`config.mk`:
```
export PLATFORM = sky130hd
export DESIGN_NAME = dwc_capture_flat
export DESIGN_NICKNAME = d
export VERILOG_FILES = /design/src/rtl/dwc_pkg.sv /design/src/rtl/dwc_capture_if.sv /design/src/rtl/dwc_timer.sv /design/src/rtl/dwc_capture.sv /design/src/flat_wrapper.sv
export SDC_FILE = /design/constraint.sdc
export NUM_CORES = 1
export LEC_CHECK = 0
export ABC_CLOCK_PERIOD_IN_PS = 2160
export CAP_MARGIN = 20
export CORE_ASPECT_RATIO = 0.9
export CORE_UTILIZATION = 41
export DETAILED_ROUTE_END_ITERATION = 12
export GPL_TIMING_DRIVEN = 1
export PLACE_DENSITY = 0.84
export SETUP_SLACK_MARGIN = 0.15
export SYNTH_ARGS = -nofsm -noshare
export SYNTH_HDL_FRONTEND = slang
export SYNTH_SLANG_ARGS = --single-unit
```
`constraint.sdc`:
```
create_clock -name clk -period 2.16 [get_ports clk]
set_input_delay 0.216 -clock clk [delete_from_list [all_inputs] [get_ports clk]]
set_output_delay 0.216 -clock clk [all_outputs]
set_load 0.05 [all_outputs]
```
`src/rtl/dwc_pkg.sv`:
```
// Shared types and defaults for the dual-core result capture block.
package dwc_pkg;

    localparam int DWC_DATA_W = 32;

    typedef enum logic [1:0] {
        IDLE = 2'd0,
        WAIT = 2'd1,
        FULL = 2'd2,
        TOUT = 2'd3
    } capture_state_t;

endpackage

```
`src/rtl/dwc_capture_if.sv`:
```
// Core write strobes in, held words and status flags out to the comparator.
interface dwc_capture_if
    import dwc_pkg::*;
#(
    parameter int DATA_W = DWC_DATA_W
);
    logic              wr_a;
    logic [DATA_W-1:0] din_a;
    logic              wr_b;
    logic [DATA_W-1:0] din_b;
    logic              clear;
    logic [DATA_W-1:0] data_a;
    logic [DATA_W-1:0] data_b;
    logic [1:0]        data_set;
    logic              timeout;
    logic [1:0]        missing;
    logic              overrun;

    modport master (
        output wr_a, din_a, wr_b, din_b, clear,
        input  data_a, data_b, data_set, timeout, missing, overrun
    );

    modport slave (
        input  wr_a, din_a, wr_b, din_b, clear,
        output data_a, data_b, data_set, timeout, missing, overrun
    );

endinterface

```
`src/rtl/dwc_timer.sv`:
```
// Deadline counter: counts while start is high, expire marks the last allowed cycle.
module dwc_timer #(
    parameter int TIMEOUT = 1024
) (
    input  logic clk,
    input  logic reset,
    input  logic start,
    input  logic clear,
    output logic expire
);

    localparam int CNT_W = (TIMEOUT > 1) ? $clog2(TIMEOUT) : 1;

    logic [CNT_W-1:0] cnt_q;

    // Held at zero whenever not running so a fresh WAIT always begins at 0.
    always_ff @(posedge clk) begin
        if (reset || clear || !start) cnt_q <= '0;
        else                          cnt_q <= cnt_q + CNT_W'(1);
    end

    assign expire = start && (cnt_q == CNT_W'(TIMEOUT - 1));

endmodule

```
`src/rtl/dwc_capture.sv`:
```
// Captures one result word from each of two cores, with a deadline between them.
module dwc_capture
    import dwc_pkg::*;
#(
    parameter int DATA_W  = DWC_DATA_W,
    parameter int TIMEOUT = 1024
) (
    input  logic          clk,
    input  logic          reset,
    dwc_capture_if.slave  bus
);

    capture_state_t           state_q, state_d;
    logic [1:0]               wr, cap;
    logic [1:0]               set_q, set_d;
    logic [1:0]               miss_q, miss_d;
    logic                     tout_q, tout_d;
    logic                     ovr_q, ovr_d;
    logic                     expire;
    logic [1:0][DATA_W-1:0]   din, data_q;

    assign wr  = {bus.wr_b, bus.wr_a};
    assign din = {bus.din_b, bus.din_a};

    dwc_timer #(.TIMEOUT(TIMEOUT)) u_timer (
        .clk    (clk),
        .reset  (reset),
        .start  (state_q == WAIT),
        .clear  (bus.clear),
        .expire (expire)
    );

    always_comb begin
        state_d = state_q;
        set_d   = set_q;
        tout_d  = tout_q;
        miss_d  = miss_q;
        ovr_d   = ovr_q;
        cap     = '0;
        if (bus.clear) begin
            state_d = IDLE;
            set_d   = '0;
            tout_d  = 1'b0;
            miss_d  = '0;
            ovr_d   = 1'b0;
        end else begin
            case (state_q)
                IDLE: begin
                    cap = wr;
                    if (&wr)      state_d = FULL;
                    else if (|wr) state_d = WAIT;
                end
                WAIT: begin
                    // Only the absent side may capture; a late arrival beats expiry.
                    cap = wr & ~set_q;
                    if (|(wr & set_q)) ovr_d = 1'b1;
                    if (|cap) begin
                        state_d = FULL;
                    end else if (expire) begin
                        state_d = TOUT;
                        tout_d  = 1'b1;
                        miss_d  = ~set_q;
                    end
                end
                FULL:    if (|wr) ovr_d = 1'b1;
                TOUT:    if (|wr) ovr_d = 1'b1;
                default: state_d = IDLE;
            endcase
            set_d = set_q | cap;
        end
    end

    always_ff @(posedge clk) begin
        if (reset) begin
            state_q <= IDLE;
            set_q   <= '0;
            tout_q  <= 1'b0;
            miss_q  <= '0;
            ovr_q   <= 1'b0;
        end else begin
            state_q <= state_d;
            set_q   <= set_d;
            tout_q  <= tout_d;
            miss_q  <= miss_d;
            ovr_q   <= ovr_d;
        end
    end

    // Words survive clear so software can still inspect them after re-arm.
    always_ff @(posedge clk) begin
        for (int i = 0; i < 2; i++) begin
            if (reset)       data_q[i] <= '0;
            else if (cap[i]) data_q[i] <= din[i];
        end
    end

    assign bus.data_a   = data_q[0];
    assign bus.data_b   = data_q[1];
    assign bus.data_set = set_q;
    assign bus.timeout  = tout_q;
    assign bus.missing  = miss_q;
    assign bus.overrun  = ovr_q;

endmodule

```
`src/flat_wrapper.sv`:
```
// flat-port wrapper written by rule: the top's interface ports become plain ports
module dwc_capture_flat import dwc_pkg::*;
#(
    parameter int DATA_W  = DWC_DATA_W,
    parameter int TIMEOUT = 1024
)
  (clk, reset, bus_wr_a, bus_din_a, bus_wr_b, bus_din_b, bus_clear, bus_data_a, bus_data_b, bus_data_set, bus_timeout, bus_missing, bus_overrun);
  dwc_capture_if #(.DATA_W(DATA_W)) bus_i ();
  input  logic clk;
  input  logic reset;
  input wire logic [$bits(bus_i.wr_a)-1:0] bus_wr_a;
  input wire logic [$bits(bus_i.din_a)-1:0] bus_din_a;
  input wire logic [$bits(bus_i.wr_b)-1:0] bus_wr_b;
  input wire logic [$bits(bus_i.din_b)-1:0] bus_din_b;
  input wire logic [$bits(bus_i.clear)-1:0] bus_clear;
  output wire logic [$bits(bus_i.data_a)-1:0] bus_data_a;
  output wire logic [$bits(bus_i.data_b)-1:0] bus_data_b;
  output wire logic [$bits(bus_i.data_set)-1:0] bus_data_set;
  output wire logic [$bits(bus_i.timeout)-1:0] bus_timeout;
  output wire logic [$bits(bus_i.missing)-1:0] bus_missing;
  output wire logic [$bits(bus_i.overrun)-1:0] bus_overrun;
  assign bus_i.wr_a = bus_wr_a;
  assign bus_i.din_a = bus_din_a;
  assign bus_i.wr_b = bus_wr_b;
  assign bus_i.din_b = bus_din_b;
  assign bus_i.clear = bus_clear;
  assign bus_data_a = bus_i.data_a;
  assign bus_data_b = bus_i.data_b;
  assign bus_data_set = bus_i.data_set;
  assign bus_timeout = bus_i.timeout;
  assign bus_missing = bus_i.missing;
  assign bus_overrun = bus_i.overrun;
  dwc_capture #(.DATA_W(DATA_W), .TIMEOUT(TIMEOUT)) u_core (.clk(clk), .reset(reset), .bus(bus_i));
endmodule
```
Yosys cells after proc, flatten, opt, wreduce, memory -nomap -nowiden
Cells that the tools add are included.

Bits in registers: 82. Input bits: 69.

Reductions and logical operators: 16. Equality and inequality tests: 8. Bitwise gates (word level): 5. $add $sub $neg: 1. Muxes and demuxes: 11.

Operators with widths (number): 2-to-1 mux 2 bit (6); adder 10 x 1 -> 10 bit (second input constant) (1); == test 10 bit (second input constant) (1); OR reduction 2 bit (5); AND reduction 3 bit (3); case mux 2 bit (2 select lines) (2); != test 3 x 1 -> 1 bit (second input constant) (2); bitwise AND 2 bit (2); == test 2 bit (second input constant) (2); != test 2 x 1 -> 1 bit (second input constant) (2); nonzero test 2 bit (2); == test 2 x 1 -> 1 bit (second input constant) (1); zero test 2 bit (1); logical OR 1 bit (2); 2-to-1 mux 1 bit (2); NOT 2 bit (1); bitwise OR 2 bit (1); case mux 1 bit (2 select lines) (1); AND reduction 2 bit (1); logical AND 1 bit (1); zero test 1 bit (1); NOT 1 bit (1).

Logic depth before layout (Yosys ltp)
Depth in word-level cells: 5. Gate-level depth with buffers: 6.

Hierarchy
A second synthesis with hierarchy kept.

Cells, all modules: 367. Area, all modules: 3693.5 µm².

Modules (own cells, without submodules): dwc_capture (cells each 318, times used 1, area each 3259.4 µm²); dwc_timer (cells each 49, times used 1, area each 434.2 µm²).

Worst setup path after synthesis
No wires, ideal clock.

Path kind: register to register. From: register u_core.set_q[1] (netlist: u_core.bus.data_set[1]). To: register u_core.miss_q[0] (netlist: u_core.bus.missing[0]). Period minus slack after synthesis: 1.518 ns. Cell stages (with the launch flop): 5. Data arrival time: 1.391 ns. Required time: 2.033 ns. Buffers on the path: 0. Setup slack: 0.642 ns. Library setup time: 0.127 ns. Cell sequence: dfxtp_1 -> inv_1 -> a221oi_2 -> and3_1 -> nor3_2.

Word-level cells in the longest chain between the ends: 5.

Ends and longest elaborated chain: start, declared (line dwc_capture.sv:15) `logic [1:0] set_q, set_d;`; start signal, assigned (line dwc_capture.sv:82) `set_q <= set_d;`; NOT 2 bit (line dwc_capture.sv:55) `cap = wr & ~set_q;`; bitwise AND 2 bit (line dwc_capture.sv:55); OR reduction 2 bit (line dwc_capture.sv:57) `if (|cap) begin`; NOT 1 bit (no line); AND reduction 3 bit (no line); end signal, assigned (line dwc_capture.sv:84) `miss_q <= miss_d;`; end, declared (line dwc_capture.sv:16) `logic [1:0] miss_q, miss_d;`.

No other way between the ends. A chain may end at the register's enable or synchronous reset.

Worst setup path after layout
From: register u_core.set_q[0] (netlist: u_core.bus.data_set[0]). To: output port bus_data_set[0].

RTL lines: end, declared (line flat_wrapper.sv:18) `output wire logic [$bits(bus_i.data_set)-1:0] bus_data_set;`.

No word-level cell between the ends.

==> results by group <==
Die
  – Starting Density: a little over two fifths
  – Ports: between 100 and 150
  – Die Width: between 90 and 100 um
  – Die ar.: roughly 7700 um^2
  – Placeable Area: about 7100 um^2
  – Num rows: 29
  – Die height: 83.36 um

Route
  – Vias: a little under 3000
  – Via/cell ratio: 4.875
  – Routed wire length: approximately 7700 um
  – ANT nets after route: 0
  – Routed WL per cell: roughly 13 um
  – Iteration-0 DRC count of the detailed router: 92
  – Drc violations: 0
  – DRT Pass-1 Iters: 4

STA
  – Worst Max-Slew Pin Slew: ~0.6 ns
  – RSZ-0062 raised after global routing: no
  – Setup TNS: 0 ns
  – Part of the cycle the worst path needs: a little over four fifths
  – Maximum clock frequency: ~0.55 GHz
  – Max-slew headroom: between 50 and 60%
  – Worst Skew: 0.008555 ns
  – Fin crit period: roughly 1.8 ns
  – Final setup viols: 0
  – Final hold violation count: 0
  – Max-slew violation count: 0

Clock tree
  – CTS resizes: 0
  – CTS Hold Bufs: 0
  – Clk_lat worst skew: between 0.3 and 0.4 ns
  – Maximum buffer depth of the clock tree: 2
  – Setup bufs post-CTS: 0
  – CTS tree: yes
  – TritonCTS Buffers: 9
  – H-tree levels: 3
  – CTS Root Cell: clkbuf_8
  – CTS Sinks: just over 80
  – Worst-path clk slew: around 0.08 ns

Yosys
  – Synth area leader: dfxtp_1
  – Post-synthesis cell count: 368
  – Synth Area in Compound Gates: between 10 and 15%
  – Post-synth ARST share: 0%
  – Unique cell type count in the Yosys netlist: 35
  – Synthesis-stage register bit count: 82
  – Commonest cells post-synth: nand2_1 (134), dfxtp_1 (82), a21oi_1 (73), nor2_1 (12), clkbuf_1 (10)
  – Largest family of logic cells by synthesized area: simple AND/OR/NAND/NOR gates
  – Yosys warnings: 0
  – Synth Area in XOR/XNOR: approximately 1.7%
  – Synth Area in Simple Gates: between 20 and 25%
  – Syn nets: approximately 440
  – Synth Area in Adders: less than 1%
  – Avg Cell Area, Syn: roughly 8.2 um^2
  – Synth top area cells: dfxtp_1 (54%), nand2_1 (17%), a21oi_1 (12%)
  – Yosys top cell area share: a little over half
  – Synthesized area: 3015 um^2
  – Top_reg_cell synth: dfxtp_1
  – Most frequent cell after synthesis: nand2_1
  – Mux cell area share after synthesis: 0%
  – Sequential-to-total area share from yosys stat: between 50 and 60%
  – Post-synth EDFFs: 0

Critical path
  – Startpoint type of the worst setup path: flop
  – CP max stage cell: clkdlybuf4s50_1
  – Crit-path max cell delay: 0.84 ns
  – Crit path kind: flop to output pin
  – WP buf/inv: 1
  – Crit. End Element: output pin
  – Worst-path fanout max: 6
  – Critical Path RT: just under 2 ns
  – Worst-case reg-to-reg path depth: 5
  – Crit-path cells: clkdlybuf4s50_1
  – Crit path max-delay family: buffers and inverters
  – Stages on worst setup path: 1
  – WP data arrival: roughly 1.6 ns

GRT
  – First-pass GRT wire length: 12810 um
  – Total GRT Usage: 20.69%
  – Largest net degree at the start of global routing: 39
  – Number of antenna violations at the first check in global routing: 0
  – GRT overflow: 0
  – Vias in the first global route: between 2000 and 3000

Placement
  – Port bufs: 138
  – GP Congestion: 0.7743
  – HPWL Detailed: between 5000 and 6000 um
  – Placed Area: 4423 um^2

Pwr
  – Peak VDD IR: ~0.00055 V
  – LEAKAGE: 1.669 nW
  – PwrDens: 723.9 nW/um^2

Hold path
  – HP Class: input pin to flop
  – Hold-critical path depth: 3

Cells and area
  – Fraction of layout cells with a size suffix above 1: 5.941%
  – # diodes: 0
  – Post-route cell area: about 4600 um^2
  – Layout Utilization: about two thirds
  – Final nets: 570
  – Area grow syn2layout: 53.49%

Run
  – Max-cap viol count: 0

Status
  – Status: completed
[registers in the layout, indices dropped and copies added (netlist names)]
name	flops
u_core.bus.data_b	32
u_core.u_timer.cnt_q	10
u_core.bus.missing	2
u_core.bus.data_a	32
u_core.state_q	2
u_core.bus.timeout	1
u_core.bus.data_set	2
u_core.bus.overrun	1
[worst paths after layout]
path | slack (ns) | startpoint | end
max | 0.34 | u_core.bus.data_set[0] | bus_data_set[0]
min | 0.19 | reset | u_core.state_q[1]
max reg2reg | 0.59 | u_core.u_timer.cnt_q[0] | u_core.bus.missing[0]
min reg2reg | 0.45 | u_core.bus.data_b[11] | u_core.bus.data_b[11]
[power by group]
group,switching (mW),leakage (nW),internal [mW]
sequential,0.0354,0.668,1.57
combinational,0.368,0.902,0.255
clock,0.523,0.0986,0.596
[layout make-up]
cell class | count | area [um^2]
fill | 609 | 2447
sequential | 82 | 1642
timing repair buffer | 143 | 1414
multi-input combinational | 257 | 1225
clock buffer | 12 | 155.1
tap | 93 | 116.4
clock inverter | 4 | 50.05
inverter | 7 | 26.28
[stage by stage]
step	worst slack [ns]	total power [mW]	hold WS (ns)	instances
after detailed placement	0.3128	2.268	0.4463	582
final	0.3383	3.350	0.1949	598
after global placement	0.3244	2.257	0.4400	582
after global routing	0.2736	3.494	0.2013	598
after CTS	0.3228	3.386	0.1781	598
after floorplan	0.6418	1.999	0.3520	368
[layer usage]
metal  wire [um]  global-route usage, %
met1        3253                  24.38
met3         657                  7.875
met2        3740                  34.88
met5           0                      0
met4          89                  5.824
[cells by family after synthesis]
kind of cell,after synthesis
AO/OA/AOI/OAI,81
buffers and inverters,29
AND/OR/NAND/NOR,169
adder cells (fa/ha/maj),1
XOR/XNOR,6
flip-flops,82
[cell usage in the layout, fill, tap and decap left out, drive strengths merged, types with 4 or more instances in the layout]
cell / n
a21oi: 73
and3: 5
buf: 6
clkbuf: 12
clkdlybuf4s50: 137
dfxtp: 82
inv: 6
nand2: 134
nand3: 4
nor2: 13
xor2: 4
Note: power is estimated with default switching activity, not from simulation.
